### config.mk
export PLATFORM = sky130hd
export DESIGN_NAME = flit_serializer_4_flat
export DESIGN_NICKNAME = d
export VERILOG_FILES = /design/src/rtl/flit_serializer_4_if.sv /design/src/rtl/flit_serializer_4.sv /design/src/flat_wrapper.sv
export SDC_FILE = /design/constraint.sdc
export NUM_CORES = 1
export LEC_CHECK = 0
export CORE_UTILIZATION = 40
export DETAILED_ROUTE_END_ITERATION = 6
export DONT_BUFFER_PORTS = 1
export PLACE_DENSITY = 0.51
export SLEW_MARGIN = 0
export SYNTH_ARGS = -nofsm -noshare
export SYNTH_HDL_FRONTEND = slang
export SYNTH_SLANG_ARGS = --single-unit
### constraint.sdc
create_clock -name clk -period 7.1 [get_ports clk]
set_input_delay 0 -clock clk [delete_from_list [all_inputs] [get_ports clk]]
set_output_delay 0 -clock clk [all_outputs]
set_load 0.005 [all_outputs]
### src/rtl/flit_serializer_4_if.sv
`default_nettype none
// ============================================================================
//  Module      : flit_serializer_4_if
//  Description : Injection-side bundle for flit_serializer_4. It carries the
//                packed word handshake from the packetizer, the flit output to
//                the router, and the per-VC credit-return pulses.
//  Revision    : 1.0  initial release
// ============================================================================
interface flit_serializer_4_if #(
    parameter int WIDTH_IN         = 36,
    parameter int VC_ADDRESS_WIDTH = 1
);
    localparam int c_FLIT_WIDTH = WIDTH_IN / 4;
    localparam int c_NUM_VC     = 2 ** VC_ADDRESS_WIDTH;

    logic [WIDTH_IN-1:0]     i_data_in;
    logic                    i_valid_in;
    logic                    i_ready_out;
    logic [c_FLIT_WIDTH-1:0] o_flit_out;
    logic [c_NUM_VC-1:0]     i_credit_in;
    logic                    o_credit_err;

    // Upstream packetizer / router side
    modport master (
        output i_data_in,
        output i_valid_in,
        output i_credit_in,
        input  i_ready_out,
        input  o_flit_out,
        input  o_credit_err
    );

    // Serializer side
    modport slave (
        input  i_data_in,
        input  i_valid_in,
        input  i_credit_in,
        output i_ready_out,
        output o_flit_out,
        output o_credit_err
    );
endinterface
`default_nettype wire

### src/rtl/flit_serializer_4.sv
`default_nettype none
// ============================================================================
//  Module      : flit_serializer_4
//  Description : Takes a packed word of up to four flits and issues the valid
//                ones one per cycle, head first, onto the router injection
//                port. Each issue consumes a credit of the flit's VC; credits
//                come back as one-cycle pulses from the router.
//  Revision    : 1.0  initial release
// ============================================================================
module flit_serializer_4 #(
    parameter int WIDTH_IN         = 36,
    parameter int VC_ADDRESS_WIDTH = 1,
    parameter int CREDIT_COUNT     = 8
) (
    input  wire logic          clk,
    input  wire logic          rst,
    flit_serializer_4_if.slave bus
);
    localparam int c_FLIT_WIDTH = WIDTH_IN / 4;
    localparam int c_NUM_VC     = 2 ** VC_ADDRESS_WIDTH;
    localparam int c_CW         = $clog2(CREDIT_COUNT + 1);

    // Flit header bit positions: {valid, head, tail, vc, payload}
    localparam int c_V_BIT  = c_FLIT_WIDTH - 1;
    localparam int c_H_BIT  = c_FLIT_WIDTH - 2;
    localparam int c_T_BIT  = c_FLIT_WIDTH - 3;
    localparam int c_VC_LSB = c_FLIT_WIDTH - 3 - VC_ADDRESS_WIDTH;

    localparam logic [c_FLIT_WIDTH-1:0] c_VALID_MASK = {1'b1, {(c_FLIT_WIDTH-1){1'b0}}};
    localparam logic [c_CW-1:0]         c_CREDIT_MAX = c_CW'(CREDIT_COUNT);

    localparam logic [0:0] c_S_IDLE = 1'b0;
    localparam logic [0:0] c_S_SEND = 1'b1;

    logic [0:0]                      r_state;
    logic [0:0]                      w_state_nxt;
    logic [1:0]                      r_idx;
    logic [1:0]                      w_idx_nxt;
    // Flit 0 lives in the most significant quarter, i.e. element 3
    logic [3:0][c_FLIT_WIDTH-1:0]    r_word;
    logic [c_FLIT_WIDTH-1:0]         r_flit_out;
    logic                            r_credit_err;
    logic [c_NUM_VC-1:0][c_CW-1:0]   r_credit;
    logic [c_NUM_VC-1:0][c_CW-1:0]   w_credit_nxt;
    logic [c_NUM_VC-1:0]             w_ovf;

    logic [c_FLIT_WIDTH-1:0]         w_flit;
    logic [VC_ADDRESS_WIDTH-1:0]     w_vc;
    logic                            w_has_credit;
    logic                            w_drop;
    logic                            w_issue;
    logic                            w_last;
    logic                            w_ready;
    logic                            w_accept;

    assign w_flit       = r_word[2'd3 - r_idx];
    assign w_vc         = w_flit[c_VC_LSB +: VC_ADDRESS_WIDTH];
    assign w_has_credit = (r_credit[w_vc] != '0);

    // A word whose first flit is not a valid head is not a packet at all
    assign w_drop   = (r_state == c_S_SEND) && (r_idx == 2'd0) &&
                      (!w_flit[c_V_BIT] || !w_flit[c_H_BIT]);
    assign w_issue  = (r_state == c_S_SEND) && !w_drop && w_has_credit;
    assign w_last   = w_issue && (w_flit[c_T_BIT] || (r_idx == 2'd3));
    // Ready opens on the tail-issue cycle so back-to-back packets have no bubble
    assign w_ready  = !rst && ((r_state == c_S_IDLE) || w_last);
    assign w_accept = bus.i_valid_in && w_ready;

    assign bus.i_ready_out  = w_ready;
    assign bus.o_flit_out   = r_flit_out;
    assign bus.o_credit_err = r_credit_err;

    // Per-VC credit arithmetic: return +1, issue -1, both cancel, saturate at max
    for (genvar g = 0; g < c_NUM_VC; g++) begin : g_credit
        logic w_inc;
        logic w_dec;
        logic w_full;

        assign w_inc    = bus.i_credit_in[g];
        assign w_dec    = w_issue && (w_vc == VC_ADDRESS_WIDTH'(g));
        assign w_full   = (r_credit[g] == c_CREDIT_MAX);
        assign w_ovf[g] = w_inc && !w_dec && w_full;
        assign w_credit_nxt[g] = (w_inc && !w_dec && !w_full) ? r_credit[g] + c_CW'(1) :
                                 (w_dec && !w_inc)            ? r_credit[g] - c_CW'(1) :
                                                                r_credit[g];
    end

    // Next-state and flit index selection
    always_comb begin
        w_state_nxt = r_state;
        w_idx_nxt   = r_idx;
        case (r_state)
            c_S_IDLE: begin
                if (w_accept) begin
                    w_state_nxt = c_S_SEND;
                    w_idx_nxt   = 2'd0;
                end
            end
            c_S_SEND: begin
                if (w_drop) begin
                    w_state_nxt = c_S_IDLE;
                end else if (w_last) begin
                    w_state_nxt = w_accept ? c_S_SEND : c_S_IDLE;
                    w_idx_nxt   = 2'd0;
                end else if (w_issue) begin
                    w_idx_nxt   = r_idx + 2'd1;
                end
            end
            default: begin
                w_state_nxt = c_S_IDLE;
                w_idx_nxt   = 2'd0;
            end
        endcase
    end

    // State, held word, registered flit output and credit counters
    always_ff @(posedge clk) begin
        if (rst) begin
            r_state      <= c_S_IDLE;
            r_idx        <= 2'd0;
            r_word       <= '0;
            r_flit_out   <= '0;
            r_credit_err <= 1'b0;
            for (int v = 0; v < c_NUM_VC; v++) begin
                r_credit[v] <= c_CREDIT_MAX;
            end
        end else begin
            r_state      <= w_state_nxt;
            r_idx        <= w_idx_nxt;
            if (w_accept) begin
                r_word <= bus.i_data_in;
            end
            r_flit_out   <= w_issue ? (w_flit | c_VALID_MASK) : '0;
            r_credit_err <= r_credit_err | (|w_ovf);
            r_credit     <= w_credit_nxt;
        end
    end
endmodule
`default_nettype wire
### src/flat_wrapper.sv
// flat-port wrapper written by rule: the top's interface ports become plain ports
module flit_serializer_4_flat 
#(
    parameter int WIDTH_IN         = 36,
    parameter int VC_ADDRESS_WIDTH = 1,
    parameter int CREDIT_COUNT     = 8
)
  (clk, rst, bus_i_data_in, bus_i_valid_in, bus_i_credit_in, bus_i_ready_out, bus_o_flit_out, bus_o_credit_err);
  flit_serializer_4_if #(.WIDTH_IN(WIDTH_IN), .VC_ADDRESS_WIDTH(VC_ADDRESS_WIDTH)) bus_i ();
  input  wire logic clk;
  input  wire logic rst;
  input wire logic [$bits(bus_i.i_data_in)-1:0] bus_i_data_in;
  input wire logic [$bits(bus_i.i_valid_in)-1:0] bus_i_valid_in;
  input wire logic [$bits(bus_i.i_credit_in)-1:0] bus_i_credit_in;
  output wire logic [$bits(bus_i.i_ready_out)-1:0] bus_i_ready_out;
  output wire logic [$bits(bus_i.o_flit_out)-1:0] bus_o_flit_out;
  output wire logic [$bits(bus_i.o_credit_err)-1:0] bus_o_credit_err;
  assign bus_i.i_data_in = bus_i_data_in;
  assign bus_i.i_valid_in = bus_i_valid_in;
  assign bus_i.i_credit_in = bus_i_credit_in;
  assign bus_i_ready_out = bus_i.i_ready_out;
  assign bus_o_flit_out = bus_i.o_flit_out;
  assign bus_o_credit_err = bus_i.o_credit_err;
  flit_serializer_4 #(.WIDTH_IN(WIDTH_IN), .VC_ADDRESS_WIDTH(VC_ADDRESS_WIDTH), .CREDIT_COUNT(CREDIT_COUNT)) u_core (.clk(clk), .rst(rst), .bus(bus_i));
endmodule
-- Yosys cells after proc, flatten, opt, wreduce, memory -nomap -nowiden
Cells that the tools add are included.
- input port bits: 41
- register bits: 57
- eq/ne operators: 6
- add/subtract/negate cells: 6
- multiplexer cells: 18
- order comparisons: 2
- reduce and logical (&&, ||, !) cells: 37
- bitwise gates (word level): 4
- operators with widths (operator ; number):
    $mux W4 ; 6
    $bmux W9 S2 ; 1
    $mux W9 ; 2
    $logic_and A1 B1 Y1 ; 17
    $logic_not A1 Y1 ; 10
    $add A4 B1 Y4 const B ; 2
    $eq A4 B4 Y1 const B ; 2
    $mux W2 ; 4
    $sub A4 B1 Y4 const B ; 2
    $pmux W2 S2 ; 1
    $reduce_bool A2 Y1 ; 2
    $reduce_bool A4 Y1 ; 1
    $reduce_or A2 Y1 ; 2
    $logic_or A1 B1 Y1 ; 3
    $lt A2 B3 Y1 const B ; 1
    $mux W1 ; 3
    $ne A3 B3 Y1 const B ; 1
    $not A1 Y1 ; 3
    $reduce_and A3 Y1 ; 1
    $add A2 B1 Y2 const B ; 1
    $eq A2 B2 Y1 const B ; 1
    $logic_not A2 Y1 ; 1
    $lt A1 B2 Y1 const B ; 1
    $ne A2 B1 Y1 const B ; 1
    other kinds (4) ; 4

-- Depth between registers and ports, before layout
- depth after elaboration: 17
- depth in mapped cells: 13
- mapped depth without buffers: 12

-- Worst setup path after synthesis
OpenSTA, ideal clock, no wires.
- path type: register to register
- start point: register u_core.r_idx[0]
- end point: register u_core.r_credit[7] (netlist name)
- library setup time: 0.074 ns
- slack: 4.102 ns
- arrival: 2.924 ns
- required time: 7.026 ns
- cell stages (with the launch flop): 12
- path through: dfxtp_1 -> buf_6 -> mux4_1 -> a21o_1 -> a21boi_0 -> inv_1 -> ha_1 -> a21o_1 -> a21o_1 -> and4b_1 -> and3_1 -> a31oi_1
- longest elaborated chain between the ends: 14
- elaborated cells on any way between the ends: 22
- those cells by class: 1 x add/sub; 5 x mux; 16 x reduce/logical
- ends and longest elaborated chain (element ; line ; text):
    start, declared ; flit_serializer_4.sv:37 ; logic [1:0] r_idx;
    start signal, assigned ; flit_serializer_4.sv:129 ; r_idx <= w_idx_nxt;
    branches (longest 9 deep; another with $sub A2 B2 Y2) ; -- ;
    $logic_and A1 B1 Y1 * ; flit_serializer_4.sv:80 ; assign w_dec = w_issue && (w_vc == VC_ADDRESS_WIDTH'(g));
    $logic_not A1 Y1 ; flit_serializer_4.sv:83 ; assign w_credit_nxt[g] = (w_inc && !w_dec && !w_full) ? r_credit[g] + c_CW'(1) :
    $logic_and A1 B1 Y1 (2 in series) ; flit_serializer_4.sv:83 ;
    $mux W4 or $reduce_bool A2 Y1 (tied branches) ; -- ;
    end signal, assigned by index ; flit_serializer_4.sv:125 ; r_credit[v] <= c_CREDIT_MAX;
    end signal, assigned ; flit_serializer_4.sv:135 ; r_credit <= w_credit_nxt;
    end, declared ; flit_serializer_4.sv:43 ; logic [c_NUM_VC-1:0][c_CW-1:0] r_credit;
Mark *: on every way between the ends. The select of a mux whose other input is x is not followed.
A chain may end at the register's enable or synchronous reset.

==> flow_summary.ini <==
[floorplan]
core_area_sq_um = 7890
die-width_um = 93.4
die_area_sq_um = 8720
start_util = 0.423
rows = 32
io_pins = 52
die_y_um = 93.4

[clock_tree]
htree_levels = 3
clock_latency_ns = 0.34
cts_sinks = 57
clk_pin_slew_ns = 0.07
clockRootBuffer = clkbuf_8
cts_tree = done
cts_buffer_depth = 2
post_cts_buffers = 0
ctsResizeCount = 0
cts_hold_buf = 49
cts_buffers = 9

[routing]
wl_per_cell_um = 17.9
ant_nets = 0
drc = 0
firstDrtPassIters = 5
via_per_inst = 5.92
drt-total-wl_um = 8740
drtIter0Drc = 109
vias = 2888

[power]
p_per_area_nw_per_um2 = 266
p_leak_nw = 1.53
p_total_mw = 1.09
vdd_ir_drop_max_v = 0.000122

[cells_and_area]
nets = 430
fillers = 705
multiInputGateArea_sq_um = 2030
diodes = 0
final_layout_size_suffix_gt1_frac = 0.122
areaGrowthSynthToFinish_pct = 22.7
seqCellArea_sq_um = 1140

[global_route]
grt_pass1_wl_um = 14400
grt_max_degree = 57
grt_pass1_vias = 2800
grt_overflow_total = 0
antenna_found_initial = 0
grtUsageTotal = 0.213

[setup_path]
cp-start-kind = flop
worst-setup-path-type = flop to flop
required_ns = 7.38
crit_path_end_kind = flop
slowest_delay_ns = 0.67
worst-path-buf-inv = 2
cp_max_fo = 12
path_cells = mux4_1 > a21o_1 > a21boi_0 > inv_1 > fa_1 > o21ai_0 > a21oi_1 > dlygate4sd3_1
critPathTopFamily = compound AO/OA/AOI/OAI gates
timing.critical_path.arrival_ns = 3.87
crit_slowest_cell = mux4_1

[synth]
synth_cell_types = 44
synth_edf_count = 0
synth.avg_cell_area_sq_um = 9.68
synth_cells = 345
yosysTopAreaCell = dfxtp_1
synth_top_area_frac = 0.342
netlist_area_sq_um = 3340
synthArstFlopShare = 0
syn_nets = 394
ys_seq_area_frac = 0.342
synth_area_leaders = dfxtp_1, nand3b_1, nand2b_1, a221o_2, a21oi_1
synth_ff_type = dfxtp_1
synth-seq-cells = 57
ys_warn_count = 0

[place]
io_buffers = 0
dp_hpwl_um = 5100
place.gp.congestion = 0.779

[flow_run]
maxCapViolCount = 0

[timing]
finalHoldWorstSlack_ns = 0.00617
rsz0062_at_grt = no
timing.final.crit_share = 0.505
fin_skew_ns = 0.00927
finalHoldViolCount = 0
finalMaxSlewViolations = 0
fmax_ghz = 0.279
period_minus_slack_ns = 3.59
worst_pin_slew_ns = 0.865
max-slew-margin-rel = 0.422
tns_ns = 0
setup_viol = 0

[run_status]
status = finished, final reports clean

[worst_hold_path]
min_path_type = input pin to flop
-- cells in the mapped netlist (all sizes together) (3+ instances only) --
cell type  count
dfxtp         57
a21oi         45
nand2b        38
nand3b        37
a221o         36
clkbuf        18
nor3          13
buf            9
mux4           9
inv            8
nor2b          7
ha             6
nand2          6
a21o           5
nand3          5
a21boi         4
a31oi          4
and2           4
nor4           4
nor4b          3
or3            3
-- worst register-to-register path, delay by kind of cell, from the launching register on --
kind	cells	cell delay, ns
compound gates	4	0.92
buf+inv	2	0.75
mux	1	0.67
flops	1	0.66
fa+ha+maj	1	0.53
-- layout by cell type (no fill, tap or decap), types with 4 or more instances in the layout --
master,netlist,routed
a21oi_1,44,44
dfxtp_1,57,57
a31oi_1,4,4
a21boi_0,4,4
nand3_1,4,4
nor4_1,4,4
a221o_1,15,15
nor2b_1,7,7
nor3_1,13,13
nand2b_1,38,38
dlygate4sd3_1,0,48
mux4_1,8,8
nand3b_1,37,37
inv_1,8,8
a21o_1,5,5
a221o_2,21,21
ha_1,6,6
clkbuf_8,0,10
nand2_1,6,6
and2_1,4,4
-- report_power, final --
group	switching [mW]	internal, mW
logic	0.139	0.157
registers	0.0529	0.357
clock network	0.140	0.242
-- logic make-up (layout without fill, tap and decap cells) --
family	Yosys count	count (layout)	synth area share
flops	57	57	0.342
mux	12	12	0.0828
compound gates	102	102	0.233
simple gates	129	129	0.253
buf+inv	35	76	0.0502
fa+ha+maj	8	8	0.0345
xor+xnor	2	2	0.00525
-- metrics by stage --
stage | utilization | area, sq um | instances | setup WS (ns)
4_1_cts | 0.519 | 4100 | 488 | 3.51
3_3_place_gp | 0.425 | 3350 | 423 | 3.74
3_5_place_dp | 0.425 | 3350 | 423 | 3.58
6_report | 0.519 | 4100 | 488 | 3.51
5_1_grt | 0.519 | 4100 | 488 | 3.29
2_1_floorplan | - | 3340 | 345 | 4.10
-- area by class of cell --
cell class                      instances  share of cell area
Inverter                                8             0.00733
Clock inverter                          5              0.0251
Multi-Input combinational cell        253               0.496
Timing Repair Buffer                   52               0.128
Sequential cell                        57               0.279
Clock buffer                           11              0.0345
Tap cell                              102              0.0312
-- final timing paths --
kind | from | endpoint | slack [ns] | cells after the start
worst max-delay path | u_core.r_idx[0]$_SDFFE_PP0P_ | u_core.r_credit[5]$_SDFFE_PP0P_ | 3.51 | 8
worst min-delay path | bus_i_data_in[23] | u_core.r_word[23]$_SDFFE_PP0P_ | 0.006 | 3
worst max register to register | u_core.r_idx[0]$_SDFFE_PP0P_ | u_core.r_credit[5]$_SDFFE_PP0P_ | 3.51 | 8
worst min register to register | u_core.r_credit[3]$_SDFFE_PP1P_ | u_core.r_credit[3]$_SDFFE_PP1P_ | 0.51 | 1
-- metal layers --
metal,track usage,part of all wire
met1,0.312,0.51
met2,0.308,0.42
met3,0.0398,0.052
met4,0.0756,0.015
met5,0,0
-- state kept, by name (all words and copies together), names as in the netlist --
name / cells
u_core.r_word: 36
u_core.r_state: 1
u_core.r_idx: 2
u_core.bus.o_flit_out: 9
u_core.bus.o_credit_err: 1
u_core.r_credit: 8
No activity file was read; power rests on OpenSTA's default activity.
